### src/rtl/alu_execute_stage.sv
// Execute pipeline stage: valid/ready capture, ALU, registered writeback and NZCV flags.
// Optional performance counters are enabled with `define ALU_EXEC_PERF_CNT_EN.

module alu #(
  parameter int N = 32
) (
  input  logic [N-1:0] a,
  input  logic [N-1:0] b,
  input  logic [3:0]   alucontrol,
  output logic [N-1:0] result,
  output logic [3:0]   output_flags
);

  logic [N-1:0] w_b_eff;
  logic [N:0]   w_sum;
  logic         w_is_arith;

  // Subtract is a + ~b + 1, so C is the inverted borrow.
  assign w_b_eff    = alucontrol[0] ? ~b : b;
  assign w_sum      = {1'b0, a} + {1'b0, w_b_eff} + {{N{1'b0}}, alucontrol[0]};
  assign w_is_arith = (alucontrol[3:1] == 3'b000);

  // NOTE: every always_comb output gets a default first so no path infers a latch.
  always_comb begin
    result = '0;
    case (alucontrol)
      4'b0000, 4'b0001: result = w_sum[N-1:0];
      4'b0010:          result = a & b;
      4'b0011:          result = a | b;
      default:          result = '0;
    endcase
  end

  assign output_flags[3] = result[N-1];
  assign output_flags[2] = (result == '0);
  assign output_flags[1] = w_is_arith & w_sum[N];
  assign output_flags[0] = w_is_arith & ~(a[N-1] ^ w_b_eff[N-1]) & (a[N-1] ^ w_sum[N-1]);

endmodule

module alu_execute_stage #(
  parameter int N = 32
) (
  input  logic         clk_i,
  input  logic         rst_ni,
  input  logic         valid_i,
  output logic         ready_o,
  input  logic [N-1:0] a_i,
  input  logic [N-1:0] b_i,
  input  logic [3:0]   alucontrol_i,
  input  logic         setflags_i,
  input  logic [3:0]   cond_i,
  input  logic [3:0]   rd_i,
  input  logic         regwrite_i,
  output logic         valid_o,
  input  logic         ready_i,
  output logic [N-1:0] result_o,
  output logic [3:0]   rd_o,
  output logic         regwrite_o,
  output logic [3:0]   flags_o,
  output logic [31:0]  perf_issued_o,
  output logic [31:0]  perf_squashed_o
);

  logic         r_valid;
  logic [N-1:0] r_result;
  logic [3:0]   r_rd;
  logic         r_regwrite;
  logic [3:0]   r_flags;

  logic         w_ready;
  logic         w_accept;
  logic         w_cond_pass;
  logic [N-1:0] w_alu_result;
  logic [3:0]   w_alu_flags;
  logic         w_n, w_z, w_c, w_v;

  alu #(N) u_alu (
    .a            (a_i),
    .b            (b_i),
    .alucontrol   (alucontrol_i),
    .result       (w_alu_result),
    .output_flags (w_alu_flags)
  );

  assign w_ready  = !r_valid || ready_i;
  assign w_accept = valid_i && w_ready;

  assign {w_n, w_z, w_c, w_v} = r_flags;

  // Evaluated on the stored flags, so a flag-setting predecessor accepted last cycle is visible.
  always_comb begin
    w_cond_pass = 1'b0;
    case (cond_i)
      4'b0000: w_cond_pass = w_z;
      4'b0001: w_cond_pass = !w_z;
      4'b0010: w_cond_pass = w_c;
      4'b0011: w_cond_pass = !w_c;
      4'b0100: w_cond_pass = w_n;
      4'b0101: w_cond_pass = !w_n;
      4'b0110: w_cond_pass = w_v;
      4'b0111: w_cond_pass = !w_v;
      4'b1000: w_cond_pass = w_c && !w_z;
      4'b1001: w_cond_pass = !w_c || w_z;
      4'b1010: w_cond_pass = (w_n == w_v);
      4'b1011: w_cond_pass = (w_n != w_v);
      4'b1100: w_cond_pass = !w_z && (w_n == w_v);
      4'b1101: w_cond_pass = w_z || (w_n != w_v);
      4'b1110: w_cond_pass = 1'b1;
      default: w_cond_pass = 1'b0;
    endcase
  end

  // NOTE: sequential state uses non-blocking assignments so every flop samples pre-edge values.
  always_ff @(posedge clk_i or negedge rst_ni) begin
    if (!rst_ni) begin
      r_valid    <= 1'b0;
      r_result   <= '0;
      r_rd       <= '0;
      r_regwrite <= 1'b0;
      r_flags    <= 4'b0000;
    end else if (w_accept) begin
      r_valid    <= 1'b1;
      r_result   <= w_alu_result;
      r_rd       <= rd_i;
      r_regwrite <= regwrite_i && w_cond_pass;
      if (setflags_i && w_cond_pass) begin
        r_flags <= w_alu_flags;
      end
    end else if (ready_i) begin
      r_valid <= 1'b0;
    end
  end

  assign ready_o    = w_ready;
  assign valid_o    = r_valid;
  assign result_o   = r_result;
  assign rd_o       = r_rd;
  assign regwrite_o = r_regwrite;
  assign flags_o    = r_flags;

`ifdef ALU_EXEC_PERF_CNT_EN
  logic [31:0] r_perf_issued;
  logic [31:0] r_perf_squashed;

  always_ff @(posedge clk_i or negedge rst_ni) begin
    if (!rst_ni) begin
      r_perf_issued   <= '0;
      r_perf_squashed <= '0;
    end else if (w_accept) begin
      r_perf_issued <= r_perf_issued + 32'd1;
      if (!w_cond_pass) begin
        r_perf_squashed <= r_perf_squashed + 32'd1;
      end
    end
  end

  assign perf_issued_o   = r_perf_issued;
  assign perf_squashed_o = r_perf_squashed;
`else
  assign perf_issued_o   = '0;
  assign perf_squashed_o = '0;
`endif

endmodule

### config.mk
export PLATFORM = sky130hd
export DESIGN_NAME = alu_execute_stage
export DESIGN_NICKNAME = d
export VERILOG_FILES = /design/src/rtl/alu_execute_stage.sv
export SDC_FILE = /design/constraint.sdc
export NUM_CORES = 1
export LEC_CHECK = 0
export ABC_AREA = 1
export BUFFER_PORTS_ARGS = -buffer_cell sky130_fd_sc_hd__buf_2
export CORE_MARGIN = 4
export CORE_UTILIZATION = 48
export DETAILED_ROUTE_END_ITERATION = 6
export PLACE_DENSITY = 0.79
export SYNTH_ARGS = -nofsm -noshare
export SYNTH_HDL_FRONTEND = slang
export SYNTH_SLANG_ARGS = --single-unit
export TNS_END_PERCENT = 10
### constraint.sdc
create_clock -name clk_i -period 1.7 [get_ports clk_i]
set_clock_uncertainty 0.15 [all_clocks]
set_input_delay 0.17 -clock clk_i [delete_from_list [all_inputs] [get_ports clk_i]]
set_output_delay 0.17 -clock clk_i [all_outputs]
set_load 0.05 [all_outputs]
==> results.txt <==
# rows - 40
Top_reg_cell synth - dfrtp_1
Die W - 120 um
Register Area - 1050 um2
Placer Congestion - 0.995
Pin count of the biggest net entering global routing - 43
Post-route ant nets - 0
Wire length per cell - 17.0 um
CTS tree - done
Mux contribution to synthesized area - 0%
Port buffer count - 124
Non-filler cells in the finished layout - 1511
Die Ht - 120 um
Synthesized instance count - 1018
DRT iter0 DRCs - 1079
Ant. Diodes - 0
Max IR drop VDD - 393 uV
Layout area overhead - 57.0%
Fmax - 379 MHz
Worst hold path type - in2reg
Effective utilization at floorplan - 49.8%
Data required, critical path - 1.77 ns
Core ar. - 12200 um2
Post-synthesis register bit count - 42
Yosys cell types - 36
Vias in the first global route - 6794
Post-synth EDFFs - 0
Post-synthesis adder-cell area fraction - 8.19%
Largest family of logic cells by synthesized area - simple AND/OR/NAND/NOR gates
Syn Area/Cell - 5.95 um2
Final net count - 1463
CP max FO - 7
CP Class - in2reg
Final critical-path required period - 2.64 ns
CTS H-Tree Depth - 2
Post-synthesis sequential area ratio - 17.4%
First-pass GRT wire length - 31500 um
Pre-antenna DRT Iters - 6
Final Core Density - 78.1%
Worst-Margin Slew - 0.509 ns
Final TNS setup - -19.10 ns
Hold Slack - 0.00593 ns
Clk_lat worst skew - 0.28 ns
Power per cell area - 725 nW/um2
Synth Warn # - 0
GRT Total Usage - 26.4%
Asr flop ratio synth - 100%
Xor and xnor fraction of the mapped netlist area - 4.78%
Max-slew violations - 0
# DRC - 0
Critical path startpoint category - input port
Filler cells - 833
RSZ-0062 raised after global routing - yes
Placed insts - 1464
Initial antenna violation count - 0
Compound-gate portion of the synthesized area - 9.39%
Clk pin slew, worst setup/hold paths - 0.06 ns
Fraction of layout cells with a size suffix above 1 - 42.3%
Rel. slew slack - 66.1%
Final worst-path cycle share - 155%
Final Setup Violations - 33
I/O pins - 189
Area of the multi-input gates - 5100 um2
Final Power - 6.89 mW
CP arrival - 2.71 ns
Die ar. - 14500 um2
Status - finished with violations
Leak - 5.17 nW
Max-Cap Viols - 0
PnR worst setup slack - -0.942 ns
Via count - 8266
Drt via density - 5.47
Post-Synth Simple-Gate Area - 41.6%
Crit. End Element - flop
Area of the mapped netlist - 6050 um2
Longest Clk Path Bufs - 2
CTS root buffer - clkbuf_16
Cts bufs inserted - 5
Wirelength, routed - 25700 um
CTS sink cnt - 42
Final hold violations - 0
Failing checks - negative setup slack
GRT overflow - 0
HPWL after DPL - 16000 um
-- area by class of cell --
type                       instances  area share [%]
inverter                         147            5.91
clock buffer                       7            1.40
tap                              168            2.21
clock inverter                     1           0.316
multi-input combinational        809            53.7
timing repair buffer             337            25.4
sequential                        42            11.1
-- flip-flops by register name (all words and copies together) (netlist names) --
signal and flops:
regwrite_o 1, result_o 32, flags_o 4, valid_o 1, rd_o 4
-- Yosys cell counts (all sizes together) (12+ instances only) --
library cell | count | area (um2)
inv | 146 | 548
dfrtp | 42 | 1050
a21oi | 28 | 148
clkbuf | 12 | 45.0
nand3 | 117 | 621
xor2 | 30 | 263
ha | 38 | 475
nand2 | 321 | 1260
buf | 71 | 531
nor2 | 97 | 407
o21ai | 52 | 260
a31oi | 15 | 93.8
-- final timing paths --
| path | cells after the start | startpoint | slack [ns] | to |
|---|---|---|---|---|
| max | 21 | alucontrol_i[0] | -0.94 | flags_o[2] |
| min reg2reg | 2 | result_o[2] | 0.32 | result_o[2] |
| max reg2reg | 15 | flags_o[3] | -0.23 | flags_o[2] |
| max in group asynchronous | 3 | rst_ni | 0.70 | result_o[31] |
| min | 3 | regwrite_i | 0.006 | regwrite_o |
| min in group asynchronous | 3 | rst_ni | 0.34 | flags_o[1] |
-- stage by stage --
| stage | worst slack (ns) | instance area [um2] |
|---|---|---|
| after floorplan | -0.619 | 6350 |
| after global placement | -1.03 | 7940 |
| after detailed placement | -1.14 | 7940 |
| after CTS | -0.622 | 8500 |
| after global routing | -1.05 | 9500 |
| final | -0.942 | 9500 |
-- layout by cell type (no fill, tap or decap), types with 10 or more instances in the layout --
cell and instances:
ha_1 23, o21ai_0 38, inv_2 23, a21oi_2 10
xor2_1 21, nor2_2 25, conb_1 64, nand2_1 249
a31oi_1 15, dfrtp_1 42, nand3_1 85, nand2_2 53
o21ai_1 11, nand4_1 11, buf_4 192, buf_2 122
nand3_2 25, nand2_4 17, inv_1 119, nor2_4 16
nand3b_1 11, nor2_1 56, ha_4 11
-- kinds of logic after synthesis --
group,count (synthesis)
AND/OR/NAND/NOR,569
buffers and inverters,230
AO/OA/AOI/OAI,104
flip-flops,42
adder cells (fa/ha/maj),39
XOR/XNOR,33
other,1
-- critical path, stage by stage --
cell	delay, ns
buf_12	0.13
buf_12	0.14
buf_6	0.12
xor2_4	0.17
ha_4	0.38
nand2_8	0.09
inv_2	0.09
nand2_1	0.05
nand2_1	0.05
nand2_1	0.20
nand3_4	0.19
nand2_2	0.08
nand2_1	0.07
nand2_1	0.05
nand3_1	0.09
nand3_2	0.13
nor2_1	0.13
nand2_1	0.07
nor2_2	0.09
nand4_1	0.11
nand2_1	0.06
-- where the power goes --
group | total (mW) | internal, mW | switching, mW
Combinational | 4.61 | 1.64 | 2.97
Clock | 1.05 | 0.693 | 0.353
Sequential | 1.23 | 1.14 | 0.0904
-- what timing repair did --
item	4_1_cts	5_1_grt
gates resized for setup	60	199
hold endpoints to repair	46	0
gates cloned	2	0
buffers inserted	12	20
pin swaps	53	86
endpoints found under the setup margin	33	35
hold buffers	5	0
-- layer usage --
metal  wire length, um  GRT usage (%)  part of all wire (%)  up-vias
met2             11400           45.9                    44      640
met1              9500           35.2                    37     3661
met4              2010           7.86                   7.8        0
li1                  -              -                     -     3738
met3              2740           1.87                    11      227
met5                 0              0                     0        -
No activity file was read; power rests on OpenSTA's default activity.
